[src/rtl/cpu_run_ctrl.sv]
// -----------------------------------------------------------------------------
// cpu_run_ctrl
//   Run sequencer for the 9-bit-ISA core. On an accepted go it pulses the core
//   reset for one cycle, holds core_start for START_CYC cycles, then lets the
//   core run. It counts run cycles until core_done, or stops after TIMEOUT
//   cycles, and reports completion with a one-cycle finished pulse.
//
//   Optional feature macro: RUN_CTRL_ABORT_EN adds the abort input.
//
// Ports
//   clk         in   rising-edge clock
//   reset       in   asynchronous, active-high reset
//   go          in   run request, sampled only while idle
//   prog_sel    in   program select 0..2 (3 is invalid)
//   core_done   in   done level from the core
//   core_reset  out  reset to the core (also high while reset is high)
//   core_start  out  start strobe to the core, high during the start window
//   entry_pc    out  base PC of the latched program
//   busy        out  high whenever a run is in progress
//   finished    out  one-cycle pulse at the end of a run
//   timed_out   out  sticky timeout flag, cleared by the next accepted go
//   cycle_count out  run cycles counted for the current/last run
//   abort       in   (RUN_CTRL_ABORT_EN only) stop the current run
// -----------------------------------------------------------------------------
module cpu_run_ctrl #(
   parameter int          D         = 10,
   parameter int          CW        = 16,
   parameter int          START_CYC = 2,
   parameter int unsigned TIMEOUT   = 32'h0000_0FFF,
   parameter int unsigned P0_BASE   = 0,
   parameter int unsigned P1_BASE   = 166,
   parameter int unsigned P2_BASE   = 450
) (
   input  logic          clk,
   input  logic          reset,
   input  logic          go,
   input  logic [1:0]    prog_sel,
   input  logic          core_done,
   output logic          core_reset,
   output logic          core_start,
   output logic [D-1:0]  entry_pc,
   output logic          busy,
   output logic          finished,
   output logic          timed_out,
   output logic [CW-1:0] cycle_count
`ifdef RUN_CTRL_ABORT_EN
   ,
   input  logic          abort
`endif
);

   typedef enum logic [2:0] {
      IDLE  = 3'd0,
      CRST  = 3'd1,
      START = 3'd2,
      RUN   = 3'd3,
      FIN   = 3'd4
   } state_t;

   state_t     state, nextState;
   logic [1:0] selReg;
   logic [3:0] startCnt;
   logic       acceptGo;
   logic       incCount;
   logic       setTimeout;
   logic       abortReq;

`ifdef RUN_CTRL_ABORT_EN
   assign abortReq = abort;
`else
   assign abortReq = 1'b0;
`endif

   // State register plus run bookkeeping
   always_ff @(posedge clk or posedge reset) begin
      if (reset) begin
         state       <= IDLE;
         selReg      <= 2'd0;
         startCnt    <= 4'd0;
         cycle_count <= '0;
         timed_out   <= 1'b0;
      end else begin
         state <= nextState;
         // startCnt only advances inside the start window; zero elsewhere so
         // each window begins counting from 0.
         startCnt <= (state == START) ? startCnt + 4'd1 : 4'd0;
         if (acceptGo) begin
            selReg      <= prog_sel;
            cycle_count <= '0;
            timed_out   <= 1'b0;
         end
         if (incCount)
            cycle_count <= cycle_count + 1'b1;
         if (setTimeout)
            timed_out <= 1'b1;
      end
   end

   // Next-state and per-cycle control
   always_comb begin
      nextState  = state;
      acceptGo   = 1'b0;
      incCount   = 1'b0;
      setTimeout = 1'b0;
      case (state)
         IDLE: begin
            if (go && (prog_sel != 2'd3)) begin
               acceptGo  = 1'b1;
               nextState = CRST;
            end
         end
         CRST: nextState = START;
         START: begin
            // core_done is deliberately not looked at during the start window.
            if (abortReq)
               nextState = FIN;
            else if (startCnt == 4'(START_CYC - 1))
               nextState = RUN;
         end
         RUN: begin
            // Priority: abort, then done, then timeout; done in the timeout
            // cycle therefore leaves timed_out clear.
            if (abortReq || core_done)
               nextState = FIN;
            else if (cycle_count == CW'(TIMEOUT)) begin
               setTimeout = 1'b1;
               nextState  = FIN;
            end else
               incCount = 1'b1;
         end
         FIN:     nextState = IDLE;
         default: nextState = IDLE;
      endcase
   end

   assign core_reset = reset | (state == CRST);
   assign core_start = (state == START);
   assign busy       = (state != IDLE);
   assign finished   = (state == FIN);

   always_comb begin
      case (selReg)
         2'd1:    entry_pc = D'(P1_BASE);
         2'd2:    entry_pc = D'(P2_BASE);
         default: entry_pc = D'(P0_BASE);
      endcase
   end

endmodule
[config.mk]
export PLATFORM = sky130hd
export DESIGN_NAME = cpu_run_ctrl
export DESIGN_NICKNAME = d
export VERILOG_FILES = /design/src/rtl/cpu_run_ctrl.sv
export SDC_FILE = /design/constraint.sdc
export NUM_CORES = 1
export LEC_CHECK = 0
export ABC_AREA = 1
export BUFFER_PORTS_ARGS = -buffer_cell sky130_fd_sc_hd__buf_4
export CAP_MARGIN = 40
export CORE_MARGIN = 8
export CORE_UTILIZATION = 25
export CTS_CLUSTER_SIZE = 8
export DETAILED_ROUTE_END_ITERATION = 8
export GPL_ROUTABILITY_DRIVEN = 0
export PLACE_DENSITY = 0.5
export SYNTH_ARGS = -nofsm -noshare
export SYNTH_HDL_FRONTEND = slang
export SYNTH_SLANG_ARGS = --single-unit
export TNS_END_PERCENT = 5
[constraint.sdc]
create_clock -name clk -period 1.64 [get_ports clk]
set_input_delay 0.246 -clock clk [delete_from_list [all_inputs] [get_ports clk]]
set_output_delay 0.246 -clock clk [all_outputs]
set_load 0.1 [all_outputs]
==> flow_metrics.env, run 1 <==
export IMPL_first_pass_iters=4
export IMPL_ir_drop_v=0.00113
export IMPL_synth_seq_cells=26
export IMPL_drc=0
export IMPL_core_mm2=0.00635
export IMPL_crit_end="entry_pc[7]"
export IMPL_initial_core_util_pct=25.8
export IMPL_overflow=0
export IMPL_finalMaxSlewViolations=0
export IMPL_synth_edf_count=0
export IMPL_seq_area_frac_synth_pct=39.7
export IMPL_cts_root_buf="clkbuf_8"
export IMPL_grt_max_degree=27
export IMPL_io_pins=37
export IMPL_grtUsageTotal_pct=8.91
export IMPL_p_seq_share_pct=24.6
export IMPL_cts_tree="yes"
export IMPL_clkSinkCount=26
export IMPL_power_frac_clock_pct=12.6
export IMPL_final_setup_skew_ns=0.0121
export IMPL_drive_above_1_share_pct=31.0
export IMPL_p_int_mw=1.44
export IMPL_worstPathArrival_ns=1.36
export IMPL_layout_common_cells="64 x nand2_1, 40 x buf_4, 30 x nand3_1"
export IMPL_setup_viol=0
export IMPL_finalCritPeriodShare_pct=98.2
export IMPL_dieArea_mm2=0.00940
export IMPL_nets=267
export IMPL_crit_path_start="selReg[0]"
export IMPL_clock_path_buffers=2
export IMPL_std_cell_rows=29
export IMPL_tns_ns=0
export IMPL_final_common_cell="nand2_1"
export IMPL_worst_path_max_delay_cell="dfrtp_1"
export IMPL_maxCapViolCount=0
export IMPL_dp_hpwl_um=3080
export IMPL_syn_avg_cell_area_um2=7.51
export IMPL_grt_pass1_vias=1541
export IMPL_p_sw_mw=1.96
export IMPL_timing_worst_setup_path_type="reg2out"
export IMPL_worstPathMaxFanout=2
export IMPL_p_sw_share_pct=57.7
export IMPL_rr_startpoint="cycle_count[1]"
export IMPL_r2r_end="state[1]"
export IMPL_fillCellCount=684
export IMPL_fmax_mhz=621
export IMPL_die_w_um=96.9
export IMPL_worstSetupEndpointType="output port"
export IMPL_clk_insertion_delay_late_ns=0.28
export IMPL_cpPeakStageDelay_ns=0.39
export IMPL_antenna_found_initial=0
export IMPL_drtIter0Drc=51
export IMPL_wl_met1_um=1910
export IMPL_yosysWarnings=0
export IMPL_area_growth_pct=27.1
export IMPL_final_util_pct=32.8
export IMPL_r2r_slack_ns=0.17
export IMPL_dieHeight_um=96.9
export IMPL_grt_pass1_wl_um=7180
export IMPL_totalWireLength_um=3990
export IMPL_p_leak_nw=1.07
export IMPL_final_hold_viol_count=0
export IMPL_startpoint_type="register"
export IMPL_hold_class="in2async"
export IMPL_cp_cell_sequence="inv_1, ha_2, clkinvlp_4, buf_4"
export IMPL_placed_area_mm2=0.00200
export IMPL_min_period_ns=1.61
export IMPL_yosys_most_used_dff="dfrtp_1"
export IMPL_route_met3_wl_um=177
export IMPL_rsz0062_at_grt="true"
export IMPL_run_status="finished, final reports clean"
export IMPL_clk_pin_slew_ns=0.10
export IMPL_synthCells=218
export IMPL_synth_area_mm2=0.00164
export IMPL_netlist_cell_type_count=22
export IMPL_p_per_area_mw_per_mm2=1630
export IMPL_reg2reg_depth=10
export IMPL_top_layer="met4"
export IMPL_comb_power_share_pct=62.8
export IMPL_routed_via_count=1450
export IMPL_io_buffers=32
export IMPL_antenna_cells=0
export IMPL_wl_per_cell_um=12.0
export IMPL_ant_nets=0
export IMPL_cts_buffers=3
export IMPL_routed_wl_met2_um=1860
export IMPL_htree_levels=1
export IMPL_vias_per_cell=4.37
export IMPL_async_flop_share_pct=100
export IMPL_required_ns=1.39
export IMPL_hold_slack_ns=0.0701
export IMPL_power_mw=3.40
export IMPL_fin_area_mm2=0.00208
-- layout make-up --
type                            count  area, um2  area share [%]
Multi-Input combinational cell    163        853            41.0
Sequential cell                    26        663            31.9
Timing Repair Buffer               42        335            16.1
Tap cell                           77       96.3            4.63
Inverter                           20       78.8            3.79
Clock buffer                        4       55.1            2.64
-- synthesized netlist by cell type (4+ instances only) --
cell | number | area [um2]
xnor2_1 | 5 | 43.8
dfrtp_1 | 26 | 651
nand2_1 | 65 | 244
nand2_2 | 5 | 31.3
buf_4 | 7 | 52.6
ha_1 | 5 | 62.6
nor2_2 | 4 | 25.0
inv_1 | 15 | 56.3
nor2_1 | 23 | 86.3
nor2_4 | 4 | 45.0
nand4_1 | 4 | 25.0
nand3_1 | 30 | 150
inv_2 | 5 | 18.8
xor2_1 | 6 | 52.6
-- logic make-up (layout without fill, tap and decap cells) --
logic type	count (synthesis)	after routing	share of synthesized area, %
other	1	4	0.229
DFF	26	26	39.7
xor gates and xnor gates	11	11	5.88
and+or+nand+nor	137	137	38.0
AOI/OAI and AO/OA	6	6	1.99
buffers and inverters	32	66	10.3
adders and majority gates	5	5	3.82
-- layer usage --
| layer | vias up | global-route usage (%) |
|---|---|---|
| met5 | - | 0 |
| met4 | 0 | 3.20 |
| li1 | 752 | - |
| met1 | 674 | 11.1 |
| met2 | 22 | 14.6 |
| met3 | 2 | 1.92 |
-- worst min-delay path by stage --
stage | endpoint | slack, ns | cells past startpoint
final | cycle_count[9] | 0.07 | 3
after global routing | cycle_count[15] | 0.10 | 3
after CTS | cycle_count[13] | 0.08 | 3
after detailed placement | startCnt[3] | 0.39 | 3
after global placement | startCnt[3] | 0.38 | 3
after floorplan | cycle_count[12] | 0.29 | 1
-- registers in the layout, summed over array words and instances (netlist names) --
register,cells
selReg,2
state,3
cycle_count,16
startCnt,4
timed_out,1
-- stage by stage --
step | setup WS (ns) | instances
final | 0.0303 | 332
after global routing | -0.0411 | 332
after CTS | 0.0111 | 332
after detailed placement | -0.0141 | 328
after global placement | 0.0721 | 328
after floorplan | -0.257 | 221
-- power groups by stage --
| stage | registers [mW] | logic (mW) | clock network (mW) |
|---|---|---|---|
| floorplan | 1.02 | 1.57 | 0 |
| global placement | 0.843 | 2.11 | 0 |
| detailed placement | 0.848 | 2.13 | 0 |
| CTS | 0.835 | 2.13 | 0.448 |
| global route | 0.855 | 2.26 | 0.472 |
| finish | 0.836 | 2.14 | 0.429 |
-- critical path: cells and delay by family (launching register included) --
kind	cells	cell delay [ns]
flops	1	0.39
buf+inv	3	0.43
fa+ha+maj	1	0.28
-- repair_timing --
action                                  CTS  global route
setup buffers                             0             0
hold buffers                              0             0
endpoints found under the setup margin    1             4
resized for setup                         1             4
No activity file was read; power rests on OpenSTA's default activity.
==> inputs of run 2 (changes only) <==
--- a/config.mk
+++ b/config.mk
@@ -14,6 +14,7 @@
 export DETAILED_ROUTE_END_ITERATION = 8
 export GPL_ROUTABILITY_DRIVEN = 0
 export PLACE_DENSITY = 0.5
+export REMOVE_ABC_BUFFERS = 1
 export SYNTH_ARGS = -nofsm -noshare
 export SYNTH_HDL_FRONTEND = slang
 export SYNTH_SLANG_ARGS = --single-unit
==> run 2 against run 1 <==
Hold slack better by 0.0074 ns. Final cell count is 0.30% higher. Core utilization is 0.67 points lower. Register-to-register slack hardly changed. Worst setup slack better by 0.047 ns. Maximum frequency is 3.0% higher. Die area stayed put. Design area is 2.0% lower. Via count is 1.5% lower. Sequential share of layout area is 0.051 points higher. Critical path type unchanged. Largest power group unchanged.
==> flow_metrics.env, run 2 (same netlist as run 1, synthesis figures left out) <==
export IMPL_run_status="finished, final reports clean"
export IMPL_regMostFlops="cycle_count"
export IMPL_final_hold_viol_count=0
export IMPL_grt_pass1_vias=1420
export IMPL_cp_cell_sequence="inv_1, ha_1, inv_1, buf_4"
export IMPL_top_regs="cycle_count (16), startCnt (4), state (3)"
export IMPL_cts_tree="yes"
export IMPL_first_pass_iters=4
export IMPL_cpPeakStageDelay_ns=0.35
export IMPL_worstPathMaxFanout=2
export IMPL_grt_max_degree=27
export IMPL_placed_cells_incl_taps=330
export IMPL_overflow=0
export IMPL_wl_per_cell_um=11.6
export IMPL_power_mw=3.24
export IMPL_cp_common_cell="inv_1"
export IMPL_final_util_pct=32.1
export IMPL_grtUsageTotal_pct=8.38
export IMPL_clock_path_buffers=2
export IMPL_clk_pin_slew_ns=0.09
export IMPL_grt_busiest_layer="met2"
export IMPL_min_period_ns=1.56
export IMPL_io_buffers=32
export IMPL_worst_path_max_delay_cell="dfrtp_1"
export IMPL_use_met3_pct=2.56
export IMPL_antenna_cells=0
export IMPL_finalMaxSlewViolations=0
export IMPL_largest_register_ffs=16
export IMPL_nets=269
export IMPL_hold_class="in2async"
export IMPL_maxCapViolCount=0
export IMPL_p_leak_nw=1.09
export IMPL_drc=0
export IMPL_drive_above_1_share_pct=26.6
export IMPL_timing_worst_setup_path_type="reg2out"
export IMPL_io_pins=37
export IMPL_fmax_mhz=640
export IMPL_area_growth_pct=24.5
export IMPL_dieArea_mm2=0.00940
export IMPL_dieHeight_um=96.9
export IMPL_tns_ns=0
export IMPL_final_setup_skew_ns=0.00739
export IMPL_dp_hpwl_um=3040
export IMPL_ir_drop_v=0.00244
export IMPL_cts_buffers=3
export IMPL_cts_post_setup_buffers_inserted=0
export IMPL_final_common_cell="nand2_1"
export IMPL_core_mm2=0.00635
export IMPL_cts_root_buf="clkbuf_8"
export IMPL_clkSinkCount=26
export IMPL_drtIter0Drc=54
export IMPL_startpoint_type="register"
export IMPL_gr_usage_met2_pct=12.7
export IMPL_initial_core_util_pct=25.8
export IMPL_ant_nets=0
export IMPL_htree_levels=1
export IMPL_grt_pass1_wl_um=6730
export IMPL_final_cells=333
export IMPL_antenna_found_initial=0
export IMPL_vias_per_cell=4.29
export IMPL_rsz0062_at_grt="true"
export IMPL_preCtsSetupSlack_ns=0.148
export IMPL_die_w_um=96.9
export IMPL_worstPathArrival_ns=1.32
export IMPL_p_per_area_mw_per_mm2=1590
export IMPL_grtUsageMet1_pct=11.0
export IMPL_worstSetupEndpointType="output port"
export IMPL_routed_via_count=1428
export IMPL_setup_viol=0
export IMPL_layout_common_cells="64 x nand2_1, 41 x buf_4, 30 x nand3_1"
export IMPL_setup_slack_ns=0.0772
export IMPL_required_ns=1.39
export IMPL_finalCritPeriodShare_pct=95.3
export IMPL_totalWireLength_um=3870
export IMPL_std_cell_rows=29
export IMPL_clk_insertion_delay_late_ns=0.27
[run 2: area by class of cell]
cell class                 count  area (um2)
clock buffer                   3        41.3
fill                         679        4310
inverter                      20        75.1
multi-input combinational    163         835
sequential                    26         651
tap                           77        96.3
timing repair buffer          44         342
[run 2: critical path, delay by kind of cell, from the launching register on]
family	cells	cell delay (ns)
flops	1	0.35
buf+inv	3	0.42
fa+ha+maj	1	0.28
[run 2: path summary, 6_finish.rpt]
| check | startpoint | end | slack [ns] | cells past startpoint |
|---|---|---|---|---|
| min in group clk | prog_sel[0] | selReg[0] | 0.25 | 3 |
| setup / recovery | selReg[0] | entry_pc[7] | 0.08 | 4 |
| hold reg to reg | startCnt[0] | startCnt[0] | 0.50 | 1 |
| setup reg to reg | cycle_count[1] | cycle_count[12] | 0.18 | 10 |
| hold / removal | reset | cycle_count[1] | 0.08 | 3 |
| max in group asynchronous | reset | timed_out | 1.31 | 3 |
[run 2: routing by layer]
layer	wire length, um	up-vias	part of all wire, %
met3	247	2	6.4
met5	0	-	0
met2	1600	32	41
met4	26	0	0.67
li1	-	750	-
met1	1990	644	52
[run 2: metrics by stage]
stage | area (um2) | hold WS, ns
2_1_floorplan | 1560 | 0.295
3_3_place_gp | 1980 | 0.391
3_5_place_dp | 1980 | 0.386
4_1_cts | 2030 | 0.0936
5_1_grt | 2040 | 0.113
6_report | 2040 | 0.0775
[run 2: where the power goes]
group          internal [mW]  switching (mW)  leakage, nW
clock                  0.164           0.191       0.0216
combinational          0.429            1.63        0.716
sequential             0.740          0.0831        0.351
[run 2: what timing repair did]
item                       in CTS  in global routing
resized for setup               3                  2
hold buffers                    0                  0
setup endpoints to repair       1                 17
hold endpoints to repair        0                  0
==> inputs of run 3 (changes only) <==
--- a/config.mk
+++ b/config.mk
@@ -6,15 +6,16 @@
 export NUM_CORES = 1
 export LEC_CHECK = 0
 export ABC_AREA = 1
-export BUFFER_PORTS_ARGS = -buffer_cell sky130_fd_sc_hd__buf_4
 export CAP_MARGIN = 40
 export CORE_MARGIN = 8
-export CORE_UTILIZATION = 25
+export CORE_UTILIZATION = 35
 export CTS_CLUSTER_SIZE = 8
 export DETAILED_ROUTE_END_ITERATION = 8
+export DONT_BUFFER_PORTS = 1
 export GPL_ROUTABILITY_DRIVEN = 0
-export PLACE_DENSITY = 0.5
+export PLACE_DENSITY = 0.56
 export REMOVE_ABC_BUFFERS = 1
+export SLEW_MARGIN = 20
 export SYNTH_ARGS = -nofsm -noshare
 export SYNTH_HDL_FRONTEND = slang
 export SYNTH_SLANG_ARGS = --single-unit
==> run 3 against run 2 <==
Core utilization increased by 12 points. Hold slack improved by 0.059 ns. Combinational power up 7%. Critical path type unchanged. Largest power group unchanged.
==> flow_metrics.env, run 3 (same netlist as run 1, synthesis figures left out) <==
export IMPL_clkSinkCount=26
export IMPL_hold_class="in2reg"
export IMPL_die_w_um=84.4
export IMPL_reg2reg_depth=11
export IMPL_layout_common_cells="65 x nand2_1, 30 x nand3_1, 26 x dfrtp_1, 26 x buf_4, 23 x nor2_1"
export IMPL_clock_path_buffers=2
export IMPL_cts_root_buf="clkbuf_8"
export IMPL_cpPeakStageDelay_ns=0.43
export IMPL_wl_per_cell_um=12.2
export IMPL_r2r_slack_ns=0.15
export IMPL_grt_pass1_vias=1365
export IMPL_dieArea_mm2=0.00712
export IMPL_initial_core_util_pct=35.4
export IMPL_r2r_end="state[1]"
export IMPL_clk_insertion_delay_late_ns=0.27
export IMPL_final_setup_skew_ns=0.00395
export IMPL_gr_usage_met2_pct=17.6
export IMPL_io_buffers=0
export IMPL_totalWireLength_um=3650
export IMPL_crit_end="core_start"
export IMPL_min_path_cells=2
export IMPL_worstPathArrival_ns=1.32
export IMPL_area_growth_pct=24.2
export IMPL_grt_pass1_wl_um=6370
export IMPL_grt_max_degree=27
export IMPL_min_period_ns=1.57
export IMPL_clk_pin_slew_ns=0.09
export IMPL_p_leak_nw=1.06
export IMPL_fmax_mhz=637
export IMPL_rr_startpoint="cycle_count[1]"
export IMPL_nets=258
export IMPL_cts_tree="yes"
export IMPL_startpoint_type="register"
export IMPL_grtUsageMet1_pct=13.5
export IMPL_cts_buffers=3
export IMPL_crit_path_start="state[0]"
export IMPL_first_pass_iters=4
export IMPL_run_status="finished, final reports clean"
export IMPL_antenna_cells=0
export IMPL_final_hold_viol_count=0
export IMPL_drtIter0Drc=59
export IMPL_setup_slack_ns=0.0691
export IMPL_fillCellCount=480
export IMPL_dp_hpwl_um=2720
export IMPL_preCtsSetupSlack_ns=0.101
export IMPL_finalCritPeriodShare_pct=95.8
export IMPL_vias_per_cell=4.62
export IMPL_overflow=0
export IMPL_maxCapViolCount=0
export IMPL_drc=0
export IMPL_cp_cell_sequence="nor2_1, nand2_1, inv_1, buf_12"
export IMPL_grtUsageTotal_pct=10.8
export IMPL_io_pins=37
export IMPL_worstSetupEndpointType="output port"
export IMPL_antenna_found_initial=0
export IMPL_ant_nets=0
export IMPL_std_cell_rows=25
export IMPL_tns_ns=0
export IMPL_use_met3_pct=2.44
export IMPL_core_mm2=0.00463
export IMPL_setup_viol=0
export IMPL_largest_register_ffs=16
export IMPL_ir_drop_v=0.00132
export IMPL_htree_levels=1
export IMPL_final_common_cell="nand2_1"
export IMPL_drive_above_1_share_pct=24.4
export IMPL_p_per_area_mw_per_mm2=1750
export IMPL_worst_path_max_delay_cell="dfrtp_1"
export IMPL_final_util_pct=43.9
export IMPL_regMostFlops="cycle_count"
export IMPL_worstPathMaxFanout=7
export IMPL_finalMaxSlewViolations=0
export IMPL_dieHeight_um=84.4
export IMPL_grt_busiest_layer="met2"
export IMPL_top_regs="cycle_count (16), startCnt (4), state (3)"
export IMPL_rsz0062_at_grt="true"
export IMPL_timing_worst_setup_path_type="reg2out"
export IMPL_routed_via_count=1385
export IMPL_required_ns=1.39
[run 3: changes by cell type in the layout (fill, tap and decap cells not counted), moves of 2 or more]
cell | before | now
buf_4 | 41 | 26
buf_6 | 3 | 0
buf_12 | 0 | 5
ha_1 | 5 | 3
inv_1 | 15 | 13
ha_2 | 0 | 2
inv_2 | 5 | 7
[run 3: metal layers]
| metal | wire length (um) | part of all wire [%] | up-vias |
|---|---|---|---|
| li1 | - | - | 724 |
| met1 | 1730 | 47 | 635 |
| met2 | 1710 | 47 | 24 |
| met3 | 176 | 4.8 | 2 |
| met4 | 34 | 0.93 | 0 |
| met5 | 0 | 0 | - |
[run 3: layout make-up]
cell class / instances / area [um2] / area share (%)
clock inverter: 1 / 30.0 / 1.48
multi-input combinational: 163 / 840 / 41.3
timing repair buffer: 33 / 330 / 16.2
clock buffer: 3 / 41.3 / 2.03
inverter: 20 / 75.1 / 3.69
tap: 54 / 67.6 / 3.32
sequential: 26 / 651 / 32.0
[run 3: what timing repair did]
| item | in CTS | in global routing |
|---|---|---|
| setup endpoints to repair | 0 | 4 |
| hold buffers | 1 | 0 |
| gates resized for setup | 0 | 1 |
| hold endpoints to repair | 26 | 0 |
| buffers inserted | 0 | 2 |
[run 3: worst max-delay path, delay by kind of cell, from the launching register on]
| family | cells | cell delay, ns |
|---|---|---|
| DFF | 1 | 0.43 |
| buffers and inverters | 2 | 0.32 |
| and+or+nand+nor | 2 | 0.30 |
[run 3: power by group]
| part | switching, mW | internal [mW] |
|---|---|---|
| logic | 1.65 | 0.552 |
| registers | 0.0907 | 0.740 |
| clock network | 0.207 | 0.326 |
[run 3: per-stage QoR]
| step | instances | hold slack [ns] | power, mW | instance area (um2) |
|---|---|---|---|---|
| finish | 300 | 0.137 | 3.57 | 2030 |
| global route | 300 | 0.140 | 3.75 | 2030 |
| CTS | 298 | 0.128 | 3.57 | 2020 |
| detailed placement | 293 | 0.273 | 3.03 | 1940 |
| global placement | 293 | 0.267 | 3.01 | 1940 |
| floorplan | 209 | 0.295 | 2.35 | 1560 |
[run 3: worst min path at each step]
stage | from | endpoint | slack (ns)
floorplan | reset | cycle_count[0] | 0.29
finish | prog_sel[0] | selReg[0] | 0.14
detailed placement | reset | startCnt[0] | 0.27
global placement | reset | startCnt[0] | 0.27
CTS | prog_sel[1] | selReg[1] | 0.13
global route | prog_sel[1] | selReg[1] | 0.14
